**src/rtl/hid_pkg.sv**
```systemverilog
// Shared command codes, version bytes and quadrature helpers for the HID bridge.
// Pure definitions: no latency, no flow control.
package hid_pkg;

   typedef enum logic [7:0] {
      CMD_STATUS = 8'h00,
      CMD_KBD    = 8'h01,
      CMD_MOUSE  = 8'h02,
      CMD_JOY    = 8'h03,
      CMD_DB9    = 8'h04,
      CMD_QSTAT  = 8'h05
   } hid_cmd_e;

   localparam logic [7:0] HID_VERSION    = 8'h02;
   localparam logic [7:0] HID_SUBVERSION = 8'h00;

   localparam int QUAD_W  = 2;
   localparam int MOUSE_W = 1 + 2 * QUAD_W;

   // Forward order is 00->01->11->10->00; fwd=0 walks it backwards.
   function automatic logic [QUAD_W-1:0] quad_step(input logic [QUAD_W-1:0] q, input logic fwd);
      case (q)
         2'b00:   return fwd ? 2'b01 : 2'b10;
         2'b01:   return fwd ? 2'b11 : 2'b00;
         2'b11:   return fwd ? 2'b10 : 2'b01;
         default: return fwd ? 2'b00 : 2'b11;
      endcase
   endfunction

endpackage

```
**src/rtl/hid_kbd_fifo.sv**
```systemverilog
// First-word-fall-through keyboard event FIFO; head visible the cycle after a push into empty.
// Push while full is dropped (sticky overflow) unless a pop happens in the same cycle.
module hid_kbd_fifo #(
   parameter int DEPTH = 8
) (
   input  logic       clk_i,
   input  logic       rst_i,
   input  logic       push_i,
   input  logic [7:0] push_dat_i,
   input  logic       pop_rdy_i,
   input  logic       ovf_clr_i,
   output logic [7:0] head_dat_o,
   output logic       empty_o,
   output logic       full_o,
   output logic [6:0] level_o,
   output logic       ovf_o
);

   localparam int AW = $clog2(DEPTH);
   localparam logic [6:0] DEPTH_L = 7'(DEPTH);

   logic [7:0]    mem_q [DEPTH];
   logic [AW-1:0] wr_ptr_q, wr_ptr_d, rd_ptr_q, rd_ptr_d;
   logic [6:0]    level_q, level_d;
   logic          ovf_q, ovf_d;
   logic          full, empty, pop, wr_en;

   assign full  = (level_q == DEPTH_L);
   assign empty = (level_q == 7'd0);
   assign pop   = ~empty & pop_rdy_i;
   assign wr_en = push_i & (~full | pop);

   always_comb begin
      wr_ptr_d = wr_ptr_q;
      rd_ptr_d = rd_ptr_q;
      level_d  = level_q;
      ovf_d    = ovf_q;
      if (wr_en) wr_ptr_d = wr_ptr_q + AW'(1);
      if (pop)   rd_ptr_d = rd_ptr_q + AW'(1);
      case ({wr_en, pop})
         2'b10:   level_d = level_q + 7'd1;
         2'b01:   level_d = level_q - 7'd1;
         default: level_d = level_q;
      endcase
      // A drop in the same cycle as a clear must stay visible.
      if (push_i & full & ~pop) ovf_d = 1'b1;
      else if (ovf_clr_i)       ovf_d = 1'b0;
   end

   always_ff @(posedge clk_i or posedge rst_i) begin
      if (rst_i) begin
         wr_ptr_q <= '0;
         rd_ptr_q <= '0;
         level_q  <= '0;
         ovf_q    <= 1'b0;
      end else begin
         wr_ptr_q <= wr_ptr_d;
         rd_ptr_q <= rd_ptr_d;
         level_q  <= level_d;
         ovf_q    <= ovf_d;
      end
   end

   always_ff @(posedge clk_i) begin
      if (wr_en) mem_q[wr_ptr_q] <= push_dat_i;
   end

   assign head_dat_o = empty ? 8'h00 : mem_q[rd_ptr_q];
   assign empty_o    = empty;
   assign full_o     = full;
   assign level_o    = level_q;
   assign ovf_o      = ovf_q;

endmodule

```
**src/rtl/hid_bridge.sv**
```systemverilog
// MCU byte-channel HID bridge: keyboard FIFO, saturating quadrature mouse, joysticks, db9 irq.
// Responses registered one cycle after the strobe; keyboard output is valid/ready, other paths never stall.
module hid_bridge
   import hid_pkg::*;
#(
   parameter int NUM_JOY   = 2,
   parameter int KBD_DEPTH = 8,
   parameter int MOUSE_DIV = 4096,
   parameter int ACC_W     = 10
) (
   input  logic                   clk,
   input  logic                   reset,
   input  logic                   data_in_strobe,
   input  logic                   data_in_start,
   input  logic [7:0]             data_in,
   output logic [7:0]             data_out,
   input  logic [5:0]             db9_port,
   output logic                   irq,
   input  logic                   iack,
   output logic [MOUSE_W-1:0]     mouse,
   output logic                   kbd_valid,
   output logic [7:0]             kbd_code,
   input  logic                   kbd_ready,
   output logic [8*NUM_JOY-1:0]   joystick
);

   localparam int DW = $clog2(MOUSE_DIV);
   localparam int SW = ACC_W + 2;
   localparam logic signed [ACC_W-1:0] ACC_MAX = {1'b0, {(ACC_W-1){1'b1}}};
   localparam logic signed [ACC_W-1:0] ACC_MIN = {1'b1, {(ACC_W-1){1'b0}}};

   function automatic logic signed [ACC_W-1:0] sat_add(input logic signed [ACC_W-1:0] a,
                                                        input logic [7:0] d);
      logic signed [SW-1:0] s;
      s = SW'(a) + SW'($signed(d));
      if (s > SW'(ACC_MAX)) return ACC_MAX;
      if (s < SW'(ACC_MIN)) return ACC_MIN;
      return ACC_W'(s);
   endfunction

   logic [7:0]              cmd_q, cmd_d, data_out_q, data_out_d, sel_q, sel_d;
   logic [3:0]              idx_q, idx_d;
   logic [8*NUM_JOY-1:0]    joy_q, joy_d;
   logic                    btn_q, btn_d;
   logic signed [ACC_W-1:0] acc_x_q, acc_x_d, acc_y_q, acc_y_d;
   logic [QUAD_W-1:0]       qx_q, qx_d, qy_q, qy_d;
   logic [DW-1:0]           div_q;
   logic [5:0]              db9_s1_q, db9_sync_q, db9_prev_q;
   logic                    irq_q, irq_d, irq_en_q, irq_en_d;

   logic       byte_vld, div_wrap, arm, irq_set, kbd_push, ovf_clr;
   logic [7:0] dx, dy;
   logic       kbd_empty, kbd_full, kbd_ovf;
   logic [6:0] kbd_level;

   assign byte_vld = data_in_strobe & ~data_in_start;
   assign div_wrap = (div_q == DW'(MOUSE_DIV - 1));
   assign kbd_push = byte_vld && (cmd_q == CMD_KBD);
   assign ovf_clr  = byte_vld && (cmd_q == CMD_QSTAT) && (idx_q == 4'd0);
   assign arm      = byte_vld && (cmd_q == CMD_DB9) && (idx_q == 4'd0);
   assign dx       = (byte_vld && cmd_q == CMD_MOUSE && idx_q == 4'd1) ? data_in : 8'h00;
   assign dy       = (byte_vld && cmd_q == CMD_MOUSE && idx_q == 4'd2) ? data_in : 8'h00;
   assign irq_set  = irq_en_q & (db9_sync_q != db9_prev_q);

   always_comb begin
      cmd_d      = cmd_q;
      idx_d      = idx_q;
      data_out_d = data_out_q;
      sel_d      = sel_q;
      joy_d      = joy_q;
      btn_d      = btn_q;
      if (data_in_strobe && data_in_start) begin
         cmd_d = data_in;
         idx_d = 4'd0;
      end else if (byte_vld) begin
         if (idx_q != 4'hF) idx_d = idx_q + 4'd1;
         case (cmd_q)
            CMD_STATUS: begin
               case (idx_q)
                  4'd0:    data_out_d = HID_VERSION;
                  4'd1:    data_out_d = HID_SUBVERSION;
                  4'd2:    data_out_d = 8'(NUM_JOY);
                  4'd3:    data_out_d = 8'(KBD_DEPTH);
                  default: data_out_d = data_out_q;
               endcase
            end
            CMD_MOUSE: if (idx_q == 4'd0) btn_d = data_in[0];
            CMD_JOY: begin
               if (idx_q == 4'd0) sel_d = data_in;
               else if (idx_q == 4'd1) begin
                  for (int i = 0; i < NUM_JOY; i++)
                     if (sel_q == 8'(i)) joy_d[8*i +: 8] = data_in;
               end
            end
            CMD_DB9:   data_out_d = {2'b00, db9_sync_q};
            CMD_QSTAT: if (idx_q == 4'd0) data_out_d = {kbd_ovf, kbd_level};
            default:   data_out_d = data_out_q;
         endcase
      end
   end

   // Delta add and decay step compose in one cycle; direction follows the post-add sign.
   always_comb begin
      acc_x_d = sat_add(acc_x_q, dx);
      acc_y_d = sat_add(acc_y_q, dy);
      qx_d    = qx_q;
      qy_d    = qy_q;
      if (div_wrap) begin
         if (acc_x_d != '0) begin
            qx_d    = quad_step(qx_q, ~acc_x_d[ACC_W-1]);
            acc_x_d = acc_x_d[ACC_W-1] ? acc_x_d + ACC_W'(1) : acc_x_d - ACC_W'(1);
         end
         if (acc_y_d != '0) begin
            qy_d    = quad_step(qy_q, acc_y_d[ACC_W-1]);
            acc_y_d = acc_y_d[ACC_W-1] ? acc_y_d + ACC_W'(1) : acc_y_d - ACC_W'(1);
         end
      end
   end

   always_comb begin
      irq_d    = irq_set | (irq_q & ~iack);
      irq_en_d = irq_set ? 1'b0 : (arm ? 1'b1 : irq_en_q);
   end

   always_ff @(posedge clk or posedge reset) begin
      if (reset) begin
         cmd_q      <= 8'h00;
         idx_q      <= 4'd0;
         data_out_q <= 8'h00;
         sel_q      <= 8'h00;
         joy_q      <= '0;
         btn_q      <= 1'b0;
         acc_x_q    <= '0;
         acc_y_q    <= '0;
         qx_q       <= '0;
         qy_q       <= '0;
         div_q      <= '0;
         db9_s1_q   <= '0;
         db9_sync_q <= '0;
         db9_prev_q <= '0;
         irq_q      <= 1'b0;
         irq_en_q   <= 1'b0;
      end else begin
         cmd_q      <= cmd_d;
         idx_q      <= idx_d;
         data_out_q <= data_out_d;
         sel_q      <= sel_d;
         joy_q      <= joy_d;
         btn_q      <= btn_d;
         acc_x_q    <= acc_x_d;
         acc_y_q    <= acc_y_d;
         qx_q       <= qx_d;
         qy_q       <= qy_d;
         div_q      <= div_wrap ? '0 : div_q + DW'(1);
         db9_s1_q   <= db9_port;
         db9_sync_q <= db9_s1_q;
         db9_prev_q <= db9_sync_q;
         irq_q      <= irq_d;
         irq_en_q   <= irq_en_d;
      end
   end

   hid_kbd_fifo #(.DEPTH(KBD_DEPTH)) u_kbd_fifo (
      .clk_i      (clk),
      .rst_i      (reset),
      .push_i     (kbd_push),
      .push_dat_i (data_in),
      .pop_rdy_i  (kbd_ready),
      .ovf_clr_i  (ovf_clr),
      .head_dat_o (kbd_code),
      .empty_o    (kbd_empty),
      .full_o     (kbd_full),
      .level_o    (kbd_level),
      .ovf_o      (kbd_ovf)
   );

   // A full FIFO always reports a non-empty head.
   assign kbd_valid = ~kbd_empty | kbd_full;
   assign data_out  = data_out_q;
   assign irq       = irq_q;
   assign mouse     = {~btn_q, qx_q, qy_q};
   assign joystick  = joy_q;

endmodule
```
**config.mk**
```make
export PLATFORM = sky130hd
export DESIGN_NAME = hid_bridge
export DESIGN_NICKNAME = d
export VERILOG_FILES = /design/src/rtl/hid_pkg.sv /design/src/rtl/hid_kbd_fifo.sv /design/src/rtl/hid_bridge.sv
export SDC_FILE = /design/constraint.sdc
export NUM_CORES = 1
export LEC_CHECK = 0
export BUFFER_PORTS_ARGS = -buffer_cell sky130_fd_sc_hd__buf_2
export CAP_MARGIN = 0
export CORE_MARGIN = 10
export CORE_UTILIZATION = 35
export DETAILED_ROUTE_END_ITERATION = 16
export PLACE_DENSITY_LB_ADDON = 0.05
export SYNTH_ARGS = -nofsm -noshare
export SYNTH_HDL_FRONTEND = slang
export SYNTH_SLANG_ARGS = --single-unit
export TNS_END_PERCENT = 10
```
**constraint.sdc**
```tcl
create_clock -name clk -period 7.95 [get_ports clk]
set_input_delay 0.3975 -clock clk [delete_from_list [all_inputs] [get_ports clk]]
set_output_delay 0.3975 -clock clk [all_outputs]
set_load 0.01 [all_outputs]
```
=== Yosys cells after proc, flatten, opt, wreduce, memory -nomap -nowiden ===
Memories as Yosys holds them, arrays and structs flattened.
Index checks and enable logic that the tools add are counted.
W data, S select, Z words.

* $add $sub $neg: 12
* $lt $le $gt $ge: 4
* Equal/unequal tests: 21
* Mux-type cells: 47
* Bitwise operators: 18
* Reductions and logical operators: 32

{| class="wikitable"
|+ Operators with widths
! operator !! count
|-
| $mux W10 || 14
|-
| $pmux W8 S3 || 2
|-
| $mux W8 || 4
|-
| $add A10 B8 Y11 || 2
|-
| $gt A11 B10 Y1 const B || 2
|-
| $lt A11 B10 Y1 const B || 2
|-
| $add A10 B2 Y10 const B || 2
|-
| $reduce_bool A10 Y1 || 2
|-
| $sub A10 B2 Y10 const B || 2
|-
| $eq A8 B1 Y1 const B || 2
|-
| $eq A8 B2 Y1 const B || 2
|-
| $eq A8 B3 Y1 const B || 2
|-
| $logic_not A8 Y1 || 2
|-
| $mux W2 || 8
|-
| $pmux W7 S2 || 1
|-
| $add A12 B1 Y12 const B || 1
|-
| $eq A12 B12 Y1 const B || 1
|-
| $mux W1 || 12
|-
| $mux W12 || 1
|-
| $mux W4 || 3
|-
| $pmux W2 S3 || 2
|-
| $reduce_and A6 Y1 || 2
|-
| $reduce_bool A2 Y1 || 5
|-
| $logic_and A1 B1 Y1 || 9
|-
| other kinds (23) || 49
|}

* Register bits after elaboration: 115
* Memory bits (writable): 64
* Output and inout port bits: 39
* Memories kept: 1

{| class="wikitable"
|+ Memory list
! name !! words !! width !! rd ports !! clocked after Yosys merged registers in !! write ports !! RTL line !! text
|-
| u_kbd_fifo.mem_q || 8 || 8 || 1 || 0 || 1 || hid_kbd_fifo.sv:22 || <nowiki>logic [7:0] mem_q [DEPTH];</nowiki>
|}

=== Logic depth before layout (Yosys ltp) ===
Gate-level depths: netlist of the first run.

* Depth in word-level cells: 15
* Mapped depth: 27
* Depth with buffers taken out: 24

=== Modules after synthesis ===
Synthesis of the first run repeated with hierarchy kept, for this count alone.

* Cells, all modules: 862
* Area, all modules: 9741.8 µm²

{| class="wikitable"
|+ By module, submodules not included
! module !! instances !! cells an instance !! area each (µm²) !! seq. area each (µm²)
|-
| hid_bridge || 1 || 668 || 6404.9 || 2527.4
|-
| hid_kbd_fifo || 1 || 194 || 3337.0 || 2272.2
|}

=== Worst setup path after synthesis of the first run ===
No wires, ideal clock.

* Path kind: input port to flip-flop
* From: input data_in_strobe
* To: register acc_y_q[7]
* Library setup time: 96 ps
* Arrival time: 5563 ps
* Slack: 2291 ps
* Cell stages on the path: 24
* Cell sequence: clkbuf_1 -> nand2b_1 -> nor3_1 -> nand2_1 -> nor2_1 -> clkbuf_1 -> and3_1 -> ha_1 -> inv_1 -> fa_1 -> nand2b_1 -> a2111oi_4 -> o311ai_1 -> and2_1 -> buf_6 -> inv_4 -> clkbuf_1 -> ha_1 -> nand2_1 -> nor3_1 -> a2111o_1 -> nand2_1 -> mux2_2 -> a311oi_2

* Longest elaborated chain between the ends: 14
* Elaborated cells on any way between the ends: 19

{| class="wikitable"
|+ Ends and longest elaborated chain
! what !! RTL line !! text
|-
| from (decl) || hid_bridge.sv:13 || <nowiki>input logic data_in_strobe,</nowiki>
|-
| $and A1 B1 Y1 * || hid_bridge.sv:56 || <nowiki>assign byte_vld = data_in_strobe & ~data_in_start;</nowiki>
|-
| $logic_and A1 B1 Y1 * (2 in series) || hid_bridge.sv:62 || <nowiki>assign dy = (byte_vld && cmd_q == CMD_MOUSE && idx_q == 4'd2) ? data_in : 8'h00;</nowiki>
|-
| $mux W8 * || hid_bridge.sv:62 ||
|-
| $add A10 B8 Y11 * || hid_bridge.sv:35 || <nowiki>s = SW'(a) + SW'($signed(d));</nowiki>
|-
| $lt A11 B10 Y1 || hid_bridge.sv:37 || <nowiki>if (s < SW'(ACC_MIN)) return ACC_MIN;</nowiki>
|-
| $mux W1 (2 in series) || hid_bridge.sv:37 ||
|-
| $mux W10 || hid_bridge.sv:38 || <nowiki>return ACC_W'(s);</nowiki>
|-
| $mux W10 * || hid_bridge.sv:37 ||
|-
| $sub A10 B2 Y10 / $add A10 B2 Y10 (equally long branches) || hid_bridge.sv:115 || <nowiki>acc_y_d = acc_y_d[ACC_W-1] ? acc_y_d + ACC_W'(1) : acc_y_d - ACC_W'(1);</nowiki>
|-
| $mux W10 || hid_bridge.sv:115 ||
|-
| $mux W10 || hid_bridge.sv:113 || <nowiki>if (acc_y_d != '0) begin</nowiki>
|-
| $mux W10 * || hid_bridge.sv:108 || <nowiki>if (div_wrap) begin</nowiki>
|-
| net acc_y_d[7] || hid_bridge.sv:45 || <nowiki>logic signed [ACC_W-1:0] acc_x_q, acc_x_d, acc_y_q, acc_y_d;</nowiki>
|-
| to (signal assigned) || hid_bridge.sv:151 || <nowiki>acc_y_q <= acc_y_d;</nowiki>
|-
| to (decl) || hid_bridge.sv:45 ||
|}

Mark *: on every way through the listed nets, which the timed path passes. The rest lies on a longest branch. The select of a mux whose other input is x is not followed.
A chain may end at the register's enable or synchronous reset.

=== Worst setup path after layout of the first run ===
* From: register idx_q[2]
* To: register acc_y_q[7]

* Longest elaborated chain between the ends: 13
* Elaborated cells on any way between the ends: 18

{| class="wikitable"
|+ Ends and longest elaborated chain
! what !! RTL line !! text
|-
| from (decl) || hid_bridge.sv:42 || <nowiki>logic [3:0] idx_q, idx_d;</nowiki>
|-
| from (signal assigned) || hid_bridge.sv:145 || <nowiki>idx_q <= idx_d;</nowiki>
|-
| $eq A4 B2 Y1 * || hid_bridge.sv:62 ||
|-
| $logic_and A1 B1 Y1 * || hid_bridge.sv:62 ||
|-
| $mux W8 * || hid_bridge.sv:62 ||
|-
| $add A10 B8 Y11 * || hid_bridge.sv:35 ||
|-
| $lt A11 B10 Y1 || hid_bridge.sv:37 ||
|-
| $mux W1 (2 in series) || hid_bridge.sv:37 ||
|-
| $mux W10 || hid_bridge.sv:38 ||
|-
| $mux W10 * || hid_bridge.sv:37 ||
|-
| $sub A10 B2 Y10 / $add A10 B2 Y10 (equally long branches) || hid_bridge.sv:115 ||
|-
| $mux W10 || hid_bridge.sv:115 ||
|-
| $mux W10 || hid_bridge.sv:113 ||
|-
| $mux W10 * || hid_bridge.sv:108 ||
|-
| net acc_y_d[7] || hid_bridge.sv:45 ||
|}

Marks and branches as above.

==> reports/qor.csv, run 1 <==
stage,metric,value,unit
synthesis,yosysTopAreaCellShare,30.03,%
sta,hold_viol,0,
cts,cts.sinks,179,
worst_setup_path,cp-start-kind,register,
pwr,p_total,2.927,mW
synthesis,syn-num-nets,911,
cts,ctsResizeCount,0,
pwr,p_clk_share,29.9,%
worst_setup_path,crit_arrival,6770,ps
pwr,comb_power_share,31.3,%
placement,io_buffers,58,
synthesis,ys_types,83,
placement,dpl_cell_area,10270,µm²
pwr,static-leakage-power,4.591,nW
sta,fin_crit_sh,80.83,%
synthesis,syn_area_per_cell,11.33,µm²
placement,placed_cells,1229,
synthesis,ys_ff_latch,179,
pwr,power_frac_seq,38.8,%
cts,cts_setup_buffers,0,
floorplan,start_util,35.56,%
worst_setup_path,cpMaxStageDelayCell,nor2_1,
detailed_routing,drtIter0Drc,479,
sta,fin_crit,6426,ps
sta,max_freq,155.6,MHz
global_routing,grt_start_max_net_pins,65,
worst_setup_path,worstRegToRegCells,19,
detailed_routing,ant_nets,0,
synthesis,synth_edf_count,64,
cts,ctsHtreeMaxLevel,4,
sta,tns,0,ps
worst_setup_path,required,8290,ps
sta,fin_worst_skew,15.04,ps
sta,max_slew_margin,26.04,%
final_layout,nFillCells,2611,
cts,cts_made_buffers,17,
floorplan,core_area,26950,µm²
final_layout,syn_to_final_growth,13.70,%
synthesis,ys_top_cells_by_count,"dfrtp_1, nor2_1, edfxtp_1, nand2_1, a21oi_1",
floorplan,die_x,185.5,µm
worst_setup_path,cp-startpoint,idx_q[2],
synthesis,post-synth-top-area-cell,dfrtp_1,
worst_setup_path,cp-end-kind,register,
sta,slew_violations,0,
worst_setup_path,r2r_end,acc_y_q[7],
worst_setup_path,path_cells,nor3_1 -> nand2_1 -> nor2_1 -> nand3_1 -> inv_1 -> ha_1 -> a211oi_4 -> o21bai_2 -> a2111o_1 -> and3_1 -> nor2_1 -> maj3_1 -> ha_1 -> inv_1 -> a2111oi_2 -> a2111o_1 -> nand2_1 -> mux2_2 -> a311oi_2,
cts,clock-root-buffer,clkbuf_16,
detailed_routing,num_vias,6649,
worst_setup_path,crit_end,acc_y_q[7],
cts,clk_path_buf_depth,2,
worst_setup_path,reg2reg_slack,1520,ps
worst_setup_path,r2r_start,idx_q[2],
synthesis,synthFlopType,dfrtp_1,
sta,worst_slew_pin_slew,1105,ps
floorplan,num_rows,60,
placement,gp_congestion,0.8532,
cts,ctsHoldBuffers,0,
final_layout,instances_no_fill,1261,
floorplan,dieArea,34400,µm²
sta,whs,56.69,ps
global_routing,grt_overflow,0,
synthesis,yosysWarnings,0,
worst_setup_path,critical-path-top-delay-family,simple AND/OR/NAND/NOR gates,
final_layout,n_antenna_cell,0,
cts,insertion_delay,440,ps
worst_hold_path,min_path_type,input pin to asynchronous set/reset pin,
pwr,p_int,1.908,mW
worst_setup_path,cp.buffers_inverters,2,
worst_setup_path,cp_max_fo,17,
job,maxCapViolCount,0,
final_layout,drive_above_1_share,19.35,%
global_routing,grt_pass1_vias,6890,
outcome,status,finished clean,
final_layout,fin_nets,972,
final_layout,design_area,10900,µm²
sta,grt_setup_unrepaired,no,
pwr,netSwitchingPower,1.019,mW
floorplan,pin_count,59,
synthesis,netlist_top_cells_area,"dfrtp_1, edfxtp_1, ha_1, mux2_2, mux4_2",
detailed_routing,first_pass_iters,5,
synthesis,synth_most_common_cell,dfrtp_1,
pwr,vdd_ir_drop_max,0.00009803,V
worst_setup_path,cp.depth,19,
worst_setup_path,criticalPathCategory,register to register,
synthesis,yosysSeqAreaShare,50.08,%
synthesis,syn_area,9583,µm²
global_routing,grt_pass1_wl,37.31,mm
synthesis,async_flop_share,64.25,%
pwr,power.density,268.6,nW/µm²
global_routing,antenna_found_initial,0,
pwr,swShare,34.81,%
cts,cts.clk_slew.worst_paths,80,ps
detailed_routing,via_per_inst,5.273,
detailed_routing,drc,0,
global_routing,grt.total_usage,13.81,%
worst_setup_path,max_stage_delay,780,ps
placement,dp_hpwl,16.49,mm
floorplan,dieHeight,185.5,µm
detailed_routing,finalWirelength,22.91,mm
sta,setup_viol,0,
synthesis,synth_cells,846,
cts,cts_tree,yes,
detailed_routing,routedWlPerCell,18.17,µm
## stage by stage
step / utilization (%) / setup WS (ps)
2_1_floorplan: - / 2291
3_3_place_gp: 38.10 / 1504
3_5_place_dp: 38.10 / 1318
4_1_cts: 40.43 / 1540
5_1_grt: 40.43 / 908.7
6_report: 40.43 / 1524
## layout by cell type, fill, tap and decap left out, types with 21 or more instances in the layout
cell and instances:
ha_1 42, inv_1 34, edfxtp_1 64, dfrtp_1 115, nand2_1 62, and3_1 27, nor3_1 21, o21ai_0 40
a21oi_1 45, nor2_1 73, mux2_2 38, buf_2 58, xnor2_1 30
## worst min-delay path by stage
stage,startpoint,to,slack [ps],cells past startpoint
CTS,db9_port[0],db9_s1_q[0],50,1
global route,db9_port[3],db9_s1_q[3],40,1
finish,reset,idx_q[2],60,2
floorplan,db9_s1_q[0],db9_sync_q[0],330,0
global placement,db9_s1_q[2],db9_sync_q[2],340,0
detailed placement,db9_s1_q[0],db9_sync_q[0],340,0
## layout make-up
type                    count  area (µm²)  area share (%)
well taps                 341       426.7           3.916
flip-flops and latches    179        4800           44.05
clock buffers              17       425.4           3.904
multi-input cells         605        4536           41.63
repair buffers             68       365.4           3.353
clock inverters            15       202.7           1.860
inverters                  36       140.1           1.286
## sequential cells by signal, indices dropped and copies added, names as in the netlist, 2 cells and up
| register | cells |
|---|---|
| idx_q | 4 |
| joystick | 16 |
| u_kbd_fifo.rd_ptr_q | 3 |
| qy_q | 2 |
| db9_prev_q | 6 |
| data_out | 8 |
| cmd_q | 8 |
| u_kbd_fifo.mem_q | 64 |
| qx_q | 2 |
| u_kbd_fifo.level_o | 7 |
| u_kbd_fifo.wr_ptr_q | 3 |
| acc_x_q | 10 |
| sel_q | 8 |
| db9_sync_q | 6 |
| div_q | 12 |
| acc_y_q | 10 |
| db9_s1_q | 6 |
## power groups by stage
stage	sequential, mW	clock, mW	combinational [mW]
final	1.13	0.875	0.917
after global routing	1.15	0.943	1.03
after CTS	1.14	0.904	0.927
after detailed placement	1.16	0	0.922
after global placement	1.16	0	0.908
after floorplan	1.10	0	0.730
## worst register-to-register path, stage by stage, from the launching register on
cell	delay, ps
dfrtp_1	450
nor3_1	560
nand2_1	100
nor2_1	620
nand3_1	240
inv_1	100
ha_1	260
a211oi_4	320
o21bai_2	130
a2111o_1	510
and3_1	270
nor2_1	780
maj3_1	320
ha_1	280
inv_1	120
a2111oi_2	70
a2111o_1	430
nand2_1	160
mux2_2	370
a311oi_2	250
## routing by layer
layer / track usage [%] / wire (µm) / share of wire (%)
met4: 4.031 / 314 / 1.4
met5: 0 / 0 / 0
met3: 2.242 / 720 / 3.1
met1: 17.95 / 10850 / 47
met2: 23.11 / 11030 / 48
## cell families (layout without fill, tap and decap cells)
logic type                 after synthesis  count (layout)  share of synthesized area [%]
AOI/OAI and AO/OA                      187             187                          13.81
xor gates and xnor gates                50              50                          4.570
adders and majority gates               50              50                          6.633
buffers and inverters                   62             136                          2.585
DFF                                    179             179                          50.08
muxes                                   66              66                          9.479
and+or+nand+nor                        252             252                          12.83
Note: power is estimated with default switching activity, not from simulation.
==> inputs of run 2 (changes only) <==
--- a/config.mk
+++ b/config.mk
@@ -5,6 +5,7 @@
 export SDC_FILE = /design/constraint.sdc
 export NUM_CORES = 1
 export LEC_CHECK = 0
+export ABC_AREA = 1
 export BUFFER_PORTS_ARGS = -buffer_cell sky130_fd_sc_hd__buf_2
 export CAP_MARGIN = 0
 export CORE_MARGIN = 10
==> constraint.sdc (replaced) <==
create_clock -name clk -period 6.6 [get_ports clk]
set_input_delay 0.33 -clock clk [delete_from_list [all_inputs] [get_ports clk]]
set_output_delay 0.33 -clock clk [all_outputs]
set_load 0.01 [all_outputs]
==> reports/qor.csv, run 2 <==
stage,metric,value,unit
floorplan,num_rows,60,
worst_hold_path,min_path_type,input pin to register,
pwr,swShare,40.49,%
worst_setup_path,crit_top_cell,nand2_1,
sta,max_freq,192.6,MHz
detailed_routing,finalWirelength,23.99,mm
synthesis,synth_cells,1128,
global_routing,grt_pass1_wl,39.79,mm
synthesis,synthFlopType,dfrtp_1,
final_layout,final_common_cell,nand2_1,
synthesis,netlist_top_cells_area,"dfrtp_1, edfxtp_1, nand2_1, ha_1, inv_1",
worst_setup_path,cp-end-kind,register,
final_layout,final_cell_mix,"nand2_1, inv_1, nor2_1",
synthesis,syn-num-nets,1193,
synthesis,async_flop_share,64.25,%
worst_setup_path,cp_max_fo,14,
placement,dp_hpwl,17.32,mm
cts,ctsHtreeMaxLevel,4,
cts,clock-root-buffer,clkbuf_16,
pwr,power_frac_seq,33.6,%
final_layout,drive_above_1_share,12.33,%
sta,slew_violations,0,
sta,worst_slew_pin_slew,998.4,ps
floorplan,dieHeight,186.5,µm
pwr,comb_power_share,39.9,%
cts,cts.sinks,179,
detailed_routing,ant_nets,0,
detailed_routing,drtIter0Drc,491,
synthesis,syn_area_per_cell,8.596,µm²
detailed_routing,first_pass_iters,5,
sta,hold_viol,0,
final_layout,top_register,u_kbd_fifo.mem_q,
sta,tns,0,ps
placement,dpl_cell_area,10470,µm²
synthesis,ys_types,51,
cts,clk_path_buf_depth,2,
synthesis,yosysTopAreaCellShare,29.68,%
detailed_routing,num_vias,7457,
sta,fin_worst_skew,22.52,ps
synthesis,synth_most_common_cell,nand2_1,
final_layout,syn_to_final_growth,15.11,%
worst_setup_path,required,6970,ps
floorplan,dieArea,34760,µm²
placement,io_buffers,58,
synthesis,yosysSeqAreaShare,49.50,%
placement,gp_congestion,0.8505,
cts,cts.clk_slew.worst_paths,70,ps
synthesis,ys_top_cells_by_count,"nand2_1, inv_1, nor2_1, dfrtp_1, o21ai_0",
detailed_routing,routedWlPerCell,15.10,µm
pwr,p_int,2.412,mW
synthesis,ys_ff_latch,179,
worst_setup_path,cpMaxStageDelayCell,nand2_1,
global_routing,grt_start_max_net_pins,68,
detailed_routing,via_per_inst,4.693,
worst_setup_path,cp-start-kind,register,
synthesis,syn_area,9697,µm²
floorplan,core_area,27100,µm²
detailed_routing,drc,0,
worst_setup_path,max_stage_delay,420,ps
pwr,vdd_ir_drop_max,0.0001654,V
global_routing,grt.total_usage,13.86,%
job,maxCapViolCount,0,
floorplan,die_x,186.5,µm
cts,cts_tree,yes,
cts,cts_made_buffers,17,
floorplan,start_util,35.78,%
synthesis,synth_edf_count,64,
synthesis,yosysWarnings,0,
pwr,netSwitchingPower,1.641,mW
worst_setup_path,crit_arrival,5560,ps
floorplan,pin_count,59,
sta,fin_crit_sh,78.68,%
final_layout,n_antenna_cell,0,
cts,cts_setup_buffers,0,
worst_setup_path,criticalPathCategory,register to register,
final_layout,fin_nets,1269,
global_routing,grt_overflow,0,
pwr,p_clk_share,26.5,%
sta,setup_viol,0,
global_routing,grt_pass1_vias,7477,
global_routing,antenna_found_initial,0,
pwr,power.density,363.1,nW/µm²
sta,grt_setup_unrepaired,no,
cts,insertion_delay,450,ps
outcome,status,finished clean,
synthesis,post-synth-top-area-cell,dfrtp_1,
pwr,static-leakage-power,5.312,nW
sta,fin_crit,5193,ps
final_layout,design_area,11160,µm²
final_layout,largest_register_ffs,64,
sta,max_slew_margin,33.37,%
run 2: logic make-up after synthesis:
| kind of cell | after synthesis | synth area share, % |
|---|---|---|
| AO/OA/AOI/OAI | 208 | 11.83 |
| XOR/XNOR | 36 | 3.252 |
| adder cells (fa/ha/maj) | 45 | 6.039 |
| buffers and inverters | 168 | 6.723 |
| flip-flops | 179 | 49.50 |
| multiplexers | 5 | 0.5290 |
| AND/OR/NAND/NOR | 487 | 22.13 |
run 2: power groups by stage:
stage	Sequential (mW)	Combinational, mW	Clock [mW]
floorplan	1.37	1.22	0
global placement	1.39	1.64	0
detailed placement	1.38	1.62	0
CTS	1.36	1.63	1.11
global route	1.38	1.86	1.15
finish	1.36	1.62	1.07
run 2: worst paths after layout:
path	startpoint	to	slack, ps	depth (start not counted)
worst min register to register	db9_s1_q[3]	db9_sync_q[3]	350	0
worst max register to register	cmd_q[4]	acc_y_q[6]	1410	26
worst min-delay path	iack	irq	60	2
max in group asynchronous	reset	joystick[14]	4720	4
min in group asynchronous	reset	db9_s1_q[4]	520	3
worst max-delay path	cmd_q[4]	acc_y_q[6]	1410	26
run 2: cell type report:
type / count / area (µm²)
Inverter: 148 / 563.0
Clock buffer: 17 / 425.4
Tap cell: 372 / 465.4
Multi-Input combinational cell: 781 / 4257
Timing Repair Buffer: 77 / 450.4
Sequential cell: 179 / 4800
Clock inverter: 15 / 201.4
Fill cell: 2806 / 15940
run 2: timing repair:
| action | 4_1_cts | 5_1_grt |
|---|---|---|
| hold endpoints to repair | 46 | 0 |
| hold buffers | 7 | 0 |
| gates resized for setup | 0 | 0 |
run 2: metrics by stage:
step	cells	hold slack (ps)	setup slack (ps)	util [%]	power (mW)
finish	1589	63.49	1407	41.19	4.052
global route	1589	56.87	757.1	41.19	4.395
CTS	1589	50.93	1382	41.19	4.105
floorplan	1128	331.2	2488	-	2.582
global placement	1550	336.2	1512	38.62	3.022
detailed placement	1550	336.2	1405	38.62	3.007
run 2: routing by layer:
metal  track usage, %  vias up  wire length [µm]
met5                0        -                 0
met1            18.49     3451             11760
met2            22.64       92             11180
met4            3.846        0               336
met3            2.346       23               725
li1                 -     3891                 -
run 2: critical path: cells and delay by family (launching register included):
family,cells,cell delay [ps]
AOI/OAI and AO/OA,5,920
DFF,1,380
buffers and inverters,6,810
and+or+nand+nor,12,2100
adders and majority gates,3,910
==> inputs of run 3 (changes only) <==
--- a/config.mk
+++ b/config.mk
@@ -5,7 +5,7 @@
 export SDC_FILE = /design/constraint.sdc
 export NUM_CORES = 1
 export LEC_CHECK = 0
-export ABC_AREA = 1
+export ABC_AREA = 0
 export BUFFER_PORTS_ARGS = -buffer_cell sky130_fd_sc_hd__buf_2
 export CAP_MARGIN = 0
 export CORE_MARGIN = 10
==> constraint.sdc (replaced) <==
create_clock -name clk -period 4.6 [get_ports clk]
set_input_delay 0.23 -clock clk [delete_from_list [all_inputs] [get_ports clk]]
set_output_delay 0.23 -clock clk [all_outputs]
set_load 0.01 [all_outputs]
==> reports/qor.csv, run 3 (synthesis results as in run 1) <==
stage,metric,value,unit
final_layout,final_cell_mix,"buf_4, dfrtp_1, nor2_1",
sta,fin_crit_sh,101.4,%
cts,clock-root-buffer,clkbuf_16,
cts,insertion_delay,430,ps
detailed_routing,finalWirelength,25.51,mm
final_layout,final_common_cell,buf_4,
worst_setup_path,cp-end-kind,register,
final_layout,drive_above_1_share,34.00,%
global_routing,grt_pass1_wl,40.57,mm
worst_setup_path,criticalPathCategory,register to register,
floorplan,num_rows,60,
detailed_routing,num_vias,7316,
final_layout,n_antenna_cell,0,
detailed_routing,first_pass_iters,5,
cts,ctsHtreeMaxLevel,4,
sta,worst_slew_pin_slew,1224,ps
worst_setup_path,crit_arrival,5000,ps
detailed_routing,routedWlPerCell,18.38,µm
floorplan,pin_count,59,
cts,cts.clk_slew.worst_paths,80,ps
outcome,status,finished with violations,
global_routing,grt.total_usage,15.06,%
sta,worst_slack,-62.39,ps
global_routing,antenna_found_initial,0,
placement,dp_hpwl,18.24,mm
floorplan,die_x,185.5,µm
outcome,violations,negative setup slack,
sta,setup_viol,3,
global_routing,grt_start_max_net_pins,78,
final_layout,syn_to_final_growth,27.41,%
sta,hold_viol,0,
cts,clk_path_buf_depth,2,
placement,post-place-ws,-205.3,ps
sta,fin_crit,4662,ps
worst_hold_path,min_path_type,input pin to asynchronous set/reset pin,
final_layout,largest_register_ffs,64,
pwr,p_total,5.509,mW
cts,cts_made_buffers,17,
floorplan,core_area,26950,µm²
worst_setup_path,cp-start-kind,register,
cts,cts.sinks,179,
worst_setup_path,required,4940,ps
sta,grt_setup_unrepaired,yes,
sta,max_slew_margin,17.74,%
final_layout,utilization,45.30,%
global_routing,grt_pass1_vias,7636,
pwr,power.density,451.3,nW/µm²
sta,max_freq,214.5,MHz
cts,cts_tree,yes,
global_routing,grt_overflow,0,
sta,fin_worst_skew,15.00,ps
pwr,static-leakage-power,5.242,nW
worst_setup_path,cp_max_fo,17,
final_layout,top_register,u_kbd_fifo.mem_q,
detailed_routing,drc,0,
detailed_routing,via_per_inst,5.271,
worst_setup_path,worstRegToRegCells,20,
detailed_routing,drtIter0Drc,342,
placement,gp_congestion,0.8524,
job,maxCapViolCount,0,
placement,io_buffers,58,
pwr,vdd_ir_drop_max,0.0002363,V
final_layout,nFillCells,2485,
floorplan,dieHeight,185.5,µm
floorplan,start_util,35.56,%
sta,slew_violations,0,
floorplan,dieArea,34400,µm²
final_layout,fin_nets,1099,
detailed_routing,ant_nets,0,
==> run 3: cell types whose count changed in the layout (fill, tap and decap cells not counted), moves of 35 or more <==
cell	previous run	this run
nand2_1	233	59
mux2_2	1	37
o21ai_0	99	37
nor2_1	124	66
inv_1	137	30
buf_4	12	129
nand3_1	53	18
==> run 3: per-stage QoR <==
stage | setup TNS, ps | hold slack (ps) | cells | cell area, µm²
after floorplan | -661.5 | 261.4 | 846 | 9822
after global placement | -580.4 | 333.8 | 1334 | 11250
after detailed placement | -1126 | 334.7 | 1334 | 11250
after CTS | -170.6 | 82.71 | 1388 | 12150
after global routing | -2117 | 119.4 | 1388 | 12210
final | -122.1 | 44.95 | 1388 | 12210
==> run 3: per-layer routing <==
metal	routed length [µm]	track usage, %	vias up
met4	384	4.064	0
met3	525	2.613	23
li1	-	-	3499
met5	0	0	-
met1	11160	17.80	3688
met2	13440	27.38	106
==> run 3: critical path: stages (launching register included) <==
cell and delay, ps:
dfrtp_1 400, nor3_2 170, nand2_1 100, nor3b_2 200
nand2_1 120, nor2_4 120, buf_12 140, and3_1 160
ha_1 230, a21o_1 190, a21o_1 220, o311ai_2 370
and2_4 260, inv_8 50, maj3_2 340, ha_4 170
or3_1 360, a2111o_1 320, nand2_2 130, mux2_4 320
a311oi_2 210
==> run 3: final cells by class <==
| cell class | instances | area, µm² | share of cell area [%] |
|---|---|---|---|
| Clock buffer | 17 | 425.4 | 3.484 |
| Clock inverter | 15 | 201.4 | 1.650 |
| Inverter | 36 | 145.1 | 1.189 |
| Multi-Input combinational cell | 605 | 4862 | 39.82 |
| Sequential cell | 179 | 4800 | 39.31 |
| Tap cell | 341 | 426.7 | 3.495 |
| Timing Repair Buffer | 195 | 1349 | 11.05 |
==> run 3: final timing paths <==
| path | from | endpoint | slack, ps |
|---|---|---|---|
| hold reg to reg | db9_s1_q[2] | db9_sync_q[2] | 350 |
| min in group clk | data_in_start | idx_q[1] | 140 |
| hold / removal | reset | db9_s1_q[3] | 40 |
| setup / recovery | cmd_q[5] | acc_y_q[7] | -60 |
| setup reg to reg | cmd_q[5] | acc_y_q[7] | -60 |
| max in group asynchronous | reset | joystick[12] | 3440 |
==> run 3: power by group <==
part           total (mW)  internal (mW)  switching [mW]
sequential           2.01           1.80           0.216
combinational        1.97          0.988           0.978
clock                1.53          0.792           0.738
==> run 3: what timing repair did <==
action                                  4_1_cts  5_1_grt
cloned                                        0        0
hold buffers                                  7        0
hold endpoints to repair                      7        0
gates resized for setup                      18       18
endpoints found under the setup margin       12       19
pin swaps                                    15        7
setup buffers                                15        0
